`src/rtl/sr_latch_driver.sv`:
```
// sr_latch_driver: turns single-cycle set/clear requests into fixed-width,
// mutually exclusive s/r pulses for a cross-coupled SR latch. Each pulse is
// followed by a quiet gap. At the end of the gap the latch q is read back and
// compared with the value the operation should have produced.
module sr_latch_driver #(
   parameter int PULSE_W = 4,
   parameter int GAP_W   = 2,
   parameter int CNT_W   = 8
) (
   input  logic clk,
   input  logic rst,
   input  logic set_req,
   input  logic clr_req,
   input  logic q,
   output logic s,
   output logic r,
   output logic busy,
   output logic conflict,
   output logic drop,
   output logic err,
   output logic known
);

   typedef enum logic [1:0] {
      IDLE  = 2'd0,
      SET_P = 2'd1,
      CLR_P = 2'd2,
      GAP   = 2'd3
   } state_t;

   localparam logic [CNT_W-1:0] PULSE_LOAD = CNT_W'(PULSE_W - 1);
   localparam logic [CNT_W-1:0] GAP_LOAD   = CNT_W'(GAP_W - 1);

   // Parameter sanity checks, evaluated at elaboration only
   if (PULSE_W < 1 || PULSE_W > 255) begin : g_bad_pulse_w
      $error("sr_latch_driver: PULSE_W=%0d outside 1..255", PULSE_W);
   end
   if (GAP_W < 1 || GAP_W > 255) begin : g_bad_gap_w
      $error("sr_latch_driver: GAP_W=%0d outside 1..255", GAP_W);
   end
   if (CNT_W < 1 || CNT_W > 30 || PULSE_W > (1 << CNT_W) || GAP_W > (1 << CNT_W)) begin : g_bad_cnt_w
      $error("sr_latch_driver: CNT_W=%0d too narrow for PULSE_W/GAP_W", CNT_W);
   end

   state_t           state_q, state_d;
   logic [CNT_W-1:0] cnt_q, cnt_d;
   logic             exp_q, exp_d;
   logic             s_q, s_d;
   logic             r_q, r_d;
   logic             busy_q, busy_d;
   logic             conflict_q, conflict_d;
   logic             drop_q, drop_d;
   logic             err_q, err_d;
   logic             known_q, known_d;
   logic             any_req;

   assign any_req = set_req | clr_req;

   // Next-state, counter, status and registered-output computation
   always_comb begin
      state_d    = state_q;
      cnt_d      = cnt_q;
      exp_d      = exp_q;
      conflict_d = 1'b0;
      drop_d     = 1'b0;
      err_d      = err_q;
      known_d    = known_q;

      case (state_q)
         IDLE: begin
            if (set_req && clr_req) begin
               conflict_d = 1'b1;
            end else if (set_req) begin
               state_d = SET_P;
               cnt_d   = PULSE_LOAD;
               exp_d   = 1'b1;
            end else if (clr_req) begin
               state_d = CLR_P;
               cnt_d   = PULSE_LOAD;
               exp_d   = 1'b0;
            end
         end
         SET_P, CLR_P: begin
            drop_d = any_req;
            if (cnt_q == '0) begin
               state_d = GAP;
               cnt_d   = GAP_LOAD;
            end else begin
               cnt_d = cnt_q - 1'b1;
            end
         end
         GAP: begin
            drop_d = any_req;
            if (cnt_q == '0) begin
               state_d = IDLE;
               known_d = 1'b1;
               if (q != exp_q) begin
                  err_d = 1'b1;
               end
            end else begin
               cnt_d = cnt_q - 1'b1;
            end
         end
         default: begin
            state_d = IDLE;
            cnt_d   = '0;
         end
      endcase

      s_d    = (state_d == SET_P);
      r_d    = (state_d == CLR_P);
      busy_d = (state_d != IDLE);
   end

   // State and output registers with synchronous reset that overrides any pulse
   always_ff @(posedge clk) begin
      if (rst) begin
         state_q    <= IDLE;
         cnt_q      <= '0;
         exp_q      <= 1'b0;
         s_q        <= 1'b0;
         r_q        <= 1'b0;
         busy_q     <= 1'b0;
         conflict_q <= 1'b0;
         drop_q     <= 1'b0;
         err_q      <= 1'b0;
         known_q    <= 1'b0;
      end else begin
         state_q    <= state_d;
         cnt_q      <= cnt_d;
         exp_q      <= exp_d;
         s_q        <= s_d;
         r_q        <= r_d;
         busy_q     <= busy_d;
         conflict_q <= conflict_d;
         drop_q     <= drop_d;
         err_q      <= err_d;
         known_q    <= known_d;
      end
   end

   assign s        = s_q;
   assign r        = r_q;
   assign busy     = busy_q;
   assign conflict = conflict_q;
   assign drop     = drop_q;
   assign err      = err_q;
   assign known    = known_q;

endmodule

```
`config.mk`:
```
export PLATFORM = sky130hd
export DESIGN_NAME = sr_latch_driver
export DESIGN_NICKNAME = d
export VERILOG_FILES = /design/src/rtl/sr_latch_driver.sv
export SDC_FILE = /design/constraint.sdc
export NUM_CORES = 1
export LEC_CHECK = 0
export BUFFER_PORTS_ARGS = -buffer_cell sky130_fd_sc_hd__buf_4
export CAP_MARGIN = 15
export CORE_MARGIN = 3
export CORE_UTILIZATION = 50
export CTS_CLUSTER_DIAMETER = 30
export DETAILED_ROUTE_END_ITERATION = 10
export PLACE_DENSITY = 0.7
export SLEW_MARGIN = 10
export SYNTH_ARGS = -nofsm -noshare
export SYNTH_HDL_FRONTEND = slang
export SYNTH_SLANG_ARGS = --single-unit
```
`constraint.sdc`:
```
create_clock -name clk -period 4.6 [get_ports clk]
set_input_delay 0.92 -clock clk [delete_from_list [all_inputs] [get_ports clk]]
set_output_delay 0.92 -clock clk [all_outputs]
set_load 0.02 [all_outputs]
```
==> flow_summary.ini, run 1 <==
[synth]
synth.yosys.seq_area_share_pct = 38.8
synthCells = 103
syn_area_um2 = 928
synth_warnings = 0
yosys-top-cells-area = dfxtp_1, ha_1, nor2_1
synth_seq_cells = 18
synth_top_area_share_pct = 38.8
synth_fp_nets = 114
yosysTopAreaCell = dfxtp_1
synth-main-ff-cell = dfxtp_1
yosysMostFrequentCell = dfxtp_1
synth.distinct_cells = 37
avgSynthCellArea_um2 = 9.01
ys_async_sr_fraction_pct = 0
synth-edff-count = 0
yosys-top-cells-count = dfxtp_1, nor2_1, inv_1

[setup_path]
startpoint_type = input pin
critPathCaptureType = flop
cp_cell_sequence = buf_4, ha_1, o21a_1, a31oi_1, nor2_1, a221o_1
critPathRequiredTime_ns = 4.79
r2r_slack_ns = 2.59
rr_endpoint = cnt_q[5]$_SDFFE_PP0P_
crit_path_start = set_req
cp.depth = 6
crit_buf_inv = 1
cp_slowest_cell = a31oi_1
ff2ff_path_depth = 6
critPathTopFamily = compound AO/OA/AOI/OAI gates
r2r-start = state_q[0]$_SDFF_PP0_
worstPathArrival_ns = 2.40
max_stage_delay_ns = 0.39
critPathKind = input pin to flop
cp_max_fo = 6
endpoint = cnt_q[5]$_SDFFE_PP0P_

[clock_tree]
hold_buffers = 0
clock_path_buffers = 2
htree_num_levels = 1
clock-sinks = 18
cts_resized = 0
cts_tree = done
path_clk_slew_ns = 0.11
numCtsBuffers = 3
cts_root_buffer = clkbuf_4
clkLatencyLatePin_ns = 0.30
post_cts_buffers = 0

[sta]
setup_violations = 0
slew_headroom_pct = 65.4
tightest_slew_ns = 0.515
fin_worst_skew_ns = 0.00502
finalCriticalPeriod_ns = 2.20
rsz0062_at_grt = no
fin_crit_sh_pct = 47.9
hold_viol = 0
max_clock_freq_mhz = 454
fin_setup_tns_ns = 0
drv_slew = 0

[power]
ir_worst_vdd_uv = 376
power.density_mw_per_mm2 = 658
leakage_uw = 0.000466
p_total_uw = 702

[cells_and_area]
final_area_mm2 = 0.00107
drive_above_1_share_pct = 19.0
finalNetCount = 128
area_growth_pct = 15.0
n_antenna_cell = 0

[die]
die-area_mm2 = 0.00241
dieWidth_um = 49.1
die_h_um = 49.1
ioPinCount = 12
start_util_pct = 57.0
core_area_mm2 = 0.00163
rows = 14

[routing]
viasPerCell = 5.65
drtPass1Iterations = 4
via_count = 791
drc = 0
drtIter0Drc = 25
routedWlPerCell_um = 13.4
totalWireLength_um = 1880
final_antenna_net_count = 0

[global_routing]
grt_overflow = 0
grt_antenna_before_repair = 0
grt_pass1_wl_um = 3130
grt_max_degree = 16
first_global_vias = 711
grtUsageTotal_pct = 16.6

[placement]
hpwl_um = 1390
port_buffers = 11
place_area_mm2 = 0.00103
gp_congestion = 0.791

[outcome]
status = finished, final reports clean

[worst_hold_path]
hold_path_startpoint = exp_q$_SDFFE_PP0P_
hold_class = flop to flop

[run]
cap_viol_max_count = 0
-- cell type report --
class | count | area, µm²
clock buffer | 4 | 36.3
fill | 143 | 562
inverter | 8 | 30.0
multi-input combinational | 75 | 528
sequential | 18 | 360
tap | 24 | 30.0
timing repair buffer | 11 | 82.6
-- flip-flops by register name (all words and copies together) (netlist names) --
signal,cells
err,1
exp_q,1
conflict,1
state_q,2
known,1
drop,1
r,1
s,1
cnt_q,8
busy,1
-- cell families (layout without fill, tap and decap cells) --
family,Yosys count,in the layout,share of synthesized area (%)
simple gates,43,43,26.0
mux,1,1,1.21
fa+ha+maj,6,6,8.09
compound gates,24,24,20.6
xor+xnor,1,1,0.944
flops,18,18,38.8
buf+inv,10,23,4.31
-- power breakdown --
| group | leakage (µW) | internal (µW) | switching [µW] |
|---|---|---|---|
| registers | 0.000147 | 196 | 30.3 |
| logic | 0.000298 | 146 | 230 |
| clock network | 0.0000210 | 48.3 | 51.6 |
-- worst min path at each step --
| stage | slack [ns] | endpoint | cells after the start |
|---|---|---|---|
| floorplan | 0.45 | exp_q$_SDFFE_PP0P_ | 2 |
| global placement | 0.45 | err$_SDFFE_PP0P_ | 2 |
| detailed placement | 0.46 | known$_SDFFE_PP0N_ | 2 |
| CTS | 0.48 | exp_q$_SDFFE_PP0P_ | 2 |
| global route | 0.51 | exp_q$_SDFFE_PP0P_ | 2 |
| finish | 0.48 | exp_q$_SDFFE_PP0P_ | 2 |
-- cells in the final DEF, fill, tap and decap left out, drive strengths merged, types with 2 or more instances in the layout --
cell type	instances
dfxtp	18
and3	4
buf	11
clkbuf	4
ha	6
o32ai	3
nand2	6
a31oi	3
a21oi	4
inv	8
nor3b	3
nand2b	2
a221o	2
nor3	5
nor4	2
nor2	15
a2111oi	2
-- routing by layer --
metal / global-route usage, % / up-vias / wire length, µm
met5: 0 / - / 0
met2: 27.2 / 29 / 841
met4: 5.69 / 0 / 23
met1: 21.2 / 351 / 896
li1: - / 406 / -
met3: 3.98 / 5 / 120
-- per-stage QoR --
stage          hold WS [ns]  instances  utilization [%]  setup WS [ns]
6_report              0.478        140             65.5           2.40
5_1_grt               0.507        140             65.5           2.31
4_1_cts               0.484        140             65.5           2.42
3_5_place_dp          0.462        136             63.3           2.11
3_3_place_gp          0.451        136             63.3           2.18
2_1_floorplan         0.448        103                -           2.41
-- tightest hold or removal path, cell delays in order (launching register included) --
cell	delay, ns
dfxtp_1	0.33
nand2_1	0.05
a21oi_1	0.05
(Power assumes the default switching activity.)
==> run 2: changes to the inputs <==
- ABC_AREA: not set -> 1
- PLACE_DENSITY: 0.7 -> 0.72
- clock period: 4.6 -> 2 ns (I/O delays scaled with it)
==> run 2 against run 1 <==
  * Via count grew 5.3%
  * Largest power group is now registers
  * Critical path type is now flop to flop
  * Hold slack lost 0.14 ns
  * Cell count grew 23%
  * Critical endpoint is now cnt_q[7]$_SDFFE_PP0P_
  * Synthesized area grew 3.5%
  * Sequential share of layout area shrank 1.1 points
  * Total power grew 49%
  * Highest routed layer unchanged
==> flow_summary.ini, run 2 <==
[sta]
whs_ns = 0.335
fin_worst_skew_ns = 0.00628
fin_crit_sh_pct = 73.6
rsz0062_at_grt = no
drv_slew = 0
setup_violations = 0
finalCriticalPeriod_ns = 1.47
tightest_slew_ns = 0.370
slew_headroom_pct = 75.1
max_clock_freq_mhz = 679
fin_setup_tns_ns = 0
hold_viol = 0

[clock_tree]
clkLatencyLatePin_ns = 0.30
clock_path_buffers = 2
cts_tree = done
numCtsBuffers = 3
clock-sinks = 18
htree_num_levels = 1
cts_root_buffer = clkbuf_4
path_clk_slew_ns = 0.11
cts_resized = 0
post_cts_buffers = 0
hold_buffers = 0

[routing]
dr_wl_met3_um = 42
routedWlPerCell_um = 10.1
wl_met2_um = 893
wl_met1_um = 790
drtIter0Drc = 21
viasPerCell = 4.84
highest_layer = met4
drtPass1Iterations = 4
totalWireLength_um = 1740
via_count = 833
drc = 0
final_antenna_net_count = 0

[die]
die_h_um = 49.8
ioPinCount = 12
rows = 15
start_util_pct = 54.5
core_area_mm2 = 0.00176
die-area_mm2 = 0.00248
dieWidth_um = 49.8

[cells_and_area]
drive_above_1_share_pct = 18.4
postLayoutCoreUtil_pct = 62.5
reg_top3 = cnt_q x8, state_q x2
area_growth_pct = 14.7
final_cell_mix = nand2_1, inv_1, nor2_1
largest_reg_flops = 8
finalNetCount = 159
layout_commonest_cell = nand2_1
n_antenna_cell = 0
regMostFlops = cnt_q

[power]
leakage_uw = 0.000537
power.density_mw_per_mm2 = 951
ir_worst_vdd_uv = 591

[synth]
synth.yosys.seq_area_share_pct = 37.5
synthMuxAreaShare_pct = 0
synth_fp_nets = 145
ys_async_sr_fraction_pct = 0
synth_seq_cells = 18
synthCells = 134
synth_warnings = 0
synth-edff-count = 0
synth_top_area_share_pct = 37.5
yosys-top-cells-count = nand2_1, inv_1, nor2_1
synth-compound-area-share_pct = 12.9
synthAdderAreaFrac_pct = 7.81
syn_area_um2 = 961
synth-main-ff-cell = dfxtp_1
yosysTopAreaCell = dfxtp_1
synth.distinct_cells = 26
yosysMostFrequentCell = nand2_1
synth_xor_area_share_pct = 1.82
synth_top_family_by_area = simple AND/OR/NAND/NOR gates
synth-simple-area-share_pct = 29.3
yosys-top-cells-area = dfxtp_1, nand2_1, inv_1
avgSynthCellArea_um2 = 7.17

[placement]
gp_congestion = 0.866
hpwl_um = 1390
port_buffers = 11

[global_routing]
grt_pass1_wl_um = 3230
grtUsageTotal_pct = 16.8
grt_max_degree = 11
grt_antenna_before_repair = 0
grt_overflow = 0
first_global_vias = 807

[setup_path]
critPathKind = flop to flop
worstPathArrival_ns = 1.71
cp_max_fo = 8
critPathRequiredTime_ns = 2.24
startpoint_type = flop
critPathCaptureType = flop

[worst_hold_path]
hold_class = input pin to flop

[run]
cap_viol_max_count = 0

[outcome]
status = finished, final reports clean
[run 2: cell types whose count changed after synthesis, moves of 4 or more]
cell / change
nand2_1: +17
inv_1: +13
nor2_1: +6
o21ai_0: +5
and3_1: -4
nand4_1: +4
[run 2: metal layers]
metal  track usage (%)  vias up
met5                 0        -
met3              3.63        2
li1                  -      443
met1              21.0      375
met4              6.91        0
met2              27.8       13
[run 2: final cells by class]
| cell class | count | area, µm² |
|---|---|---|
| clock buffer | 4 | 36.3 |
| fill | 182 | 662 |
| inverter | 25 | 93.8 |
| multi-input combinational | 89 | 498 |
| sequential | 18 | 360 |
| tap | 25 | 31.3 |
| timing repair buffer | 11 | 82.6 |
[run 2: cells by family after synthesis]
family,Yosys count
XOR/XNOR,2
AO/OA/AOI/OAI,21
AND/OR/NAND/NOR,60
buffers and inverters,27
flip-flops,18
adder cells (fa/ha/maj),6
[run 2: per-stage QoR]
step                      area [µm²]  cells  worst slack [ns]  power, µW
after floorplan                  961    134             0.657        743
after global placement          1070    168             0.456        822
after detailed placement        1070    168             0.404        828
after CTS                       1100    172             0.513       1050
after global routing            1100    172             0.356       1130
final                           1100    172             0.528       1050
[run 2: power breakdown]
part / switching, µW / internal (µW)
clock network: 118 / 111
logic: 245 / 146
registers: 25.6 / 402
total: 389 / 659
[run 2: path summary, 6_finish.rpt]
kind                           endpoint  depth (start not counted)  slack (ns)             startpoint
setup / recovery  cnt_q[7]$_SDFFE_PP0P_                         10        0.53  cnt_q[0]$_SDFFE_PP0P_
hold / removal         err$_SDFFE_PP0P_                          2        0.34                    rst
setup reg to reg  cnt_q[7]$_SDFFE_PP0P_                         10        0.53  cnt_q[0]$_SDFFE_PP0P_
hold reg to reg      known$_SDFFE_PP0N_                          2        0.46     known$_SDFFE_PP0N_
[run 2: critical path, stage by stage (launching register included)]
cell     delay (ns)
dfxtp_1        0.34
inv_1          0.11
ha_1           0.18
inv_1          0.04
nor2_1         0.17
nand3_4        0.15
nand2_4        0.13
nand2_2        0.06
nand2_2        0.09
inv_2          0.06
nor2_1         0.09
==> run 3: changes to the inputs <==
- PLACE_DENSITY: 0.72 -> 0.69
- clock period: 2 -> 1.5 ns (I/O delays scaled with it)
==> run 3 against run 2 <==
  * Design area rose by 5.4%
  * Clock power rose by 31%
  * Largest power group unchanged
  * Highest routed layer unchanged
  * Via count rose by 2.6%
==> flow_summary.ini, run 3 (synthesized netlist as in run 2, its figures left out) <==
[clock_tree]
clock_path_buffers = 2
clock-sinks = 18
clkLatencyLatePin_ns = 0.29
cts_root_buffer = clkbuf_4
htree_num_levels = 1
path_clk_slew_ns = 0.10
cts_tree = done
numCtsBuffers = 3

[cells_and_area]
final_cell_mix = nand2_1, inv_1, nor2_1
area_growth_pct = 21.0
n_antenna_cell = 0
postLayoutCoreUtil_pct = 65.9
largest_reg_flops = 8
regMostFlops = cnt_q
layout_commonest_cell = nand2_1
drive_above_1_share_pct = 25.2
fillCellCount = 173
finalNetCount = 163
reg_top3 = cnt_q x8, state_q x2

[power]
power.density_mw_per_mm2 = 1250
ir_worst_vdd_uv = 623
p_total_uw = 1450
leakage_uw = 0.000557

[global_routing]
grt_max_degree = 11
grt_overflow = 0
first_global_vias = 821
grtUsageTotal_pct = 16.8
grt_pass1_wl_um = 3160
grt_antenna_before_repair = 0

[die]
core_area_mm2 = 0.00176
start_util_pct = 54.5
dieWidth_um = 49.8
die-area_mm2 = 0.00248
die_h_um = 49.8
rows = 15
ioPinCount = 12

[sta]
hold_viol = 0
fin_worst_skew_ns = 0.00338
slew_headroom_pct = 76.4
rsz0062_at_grt = no
finalCriticalPeriod_ns = 1.40
fin_crit_sh_pct = 93.3
finalWorstSetupSlack_ns = 0.101
drv_slew = 0
tightest_slew_ns = 0.351
max_clock_freq_mhz = 715
fin_setup_tns_ns = 0
setup_violations = 0

[placement]
port_buffers = 11
dpl_worst_slack_ns = 0.0108
hpwl_um = 1450
gp_congestion = 0.828

[outcome]
status = finished, final reports clean

[setup_path]
critPathRequiredTime_ns = 1.70
crit_path_start = state_q[0]$_SDFF_PP0_
max_stage_delay_ns = 0.37
cp_cell_sequence = inv_1, ha_1, o21bai_1, nand2_1, nand2_1, nand2_1, nand2_1
cp_slowest_cell = dfxtp_1
r2r_slack_ns = 0.10
critPathKind = flop to flop
crit_buf_inv = 1
critPathMostFrequentCell = nand2_1
r2r-start = state_q[0]$_SDFF_PP0_
critPathCaptureType = flop
startpoint_type = flop
worstPathArrival_ns = 1.60
cp_max_fo = 3
critPathTopFamily = flip-flops

[routing]
drtIter0Drc = 9
routedWlPerCell_um = 10.6
via_count = 855
drtPass1Iterations = 4
viasPerCell = 4.86
final_antenna_net_count = 0
drc = 0
totalWireLength_um = 1870

[worst_hold_path]
hold_path_startpoint = rst
hold_class = input pin to flop

[run]
cap_viol_max_count = 0
-- run 3: changes by cell type in the layout (fill, tap and decap cells not counted), sizes merged --
cell  previous run  this run
buf             11        15
-- run 3: worst register-to-register path: stages, from the launching register on --
cell,delay (ns)
dfxtp_1,0.37
inv_1,0.07
ha_1,0.35
o21bai_1,0.20
nand2_1,0.07
nand2_1,0.07
nand2_1,0.11
nand2_1,0.06
-- run 3: final timing paths --
path                              to  cells past startpoint
hold reg to reg     err$_SDFFE_PP0P_                      2
setup / recovery     busy$_SDFF_PP0_                      7
hold / removal    known$_SDFFE_PP0N_                      2
setup reg to reg     busy$_SDFF_PP0_                      7
-- run 3: stage by stage --
step	instances	instance area [µm²]	hold slack (ns)
4_1_cts	174	1120	0.224
3_3_place_gp	170	1080	0.440
5_1_grt	176	1160	0.221
6_report	176	1160	0.227
2_1_floorplan	134	961	0.483
3_5_place_dp	170	1080	0.447
-- run 3: layer usage --
metal	track usage [%]	vias up	wire length, µm
met2	32.2	8	1030
li1	-	453	-
met3	3.63	5	39
met1	16.5	389	766
met5	0	-	0
met4	8.29	0	36
-- run 3: layout make-up --
cell class	count	area [µm²]	share of cell area, %
timing repair buffer	15	113	9.69
sequential	18	362	31.1
multi-input combinational	89	527	45.3
tap	25	31.3	2.69
inverter	25	93.8	8.07
clock buffer	4	36.3	3.12
-- run 3: report_power, final --
| group | internal (µW) | switching, µW |
|---|---|---|
| Combinational | 222 | 351 |
| Sequential | 537 | 38.3 |
| Clock | 148 | 152 |
| Total | 908 | 540 |
-- run 3: repair_timing --
action,in CTS,in global routing
setup endpoints to repair,0,13
hold endpoints to repair,0,0
gates resized for setup,0,9
hold buffers,0,0
setup buffers,0,2
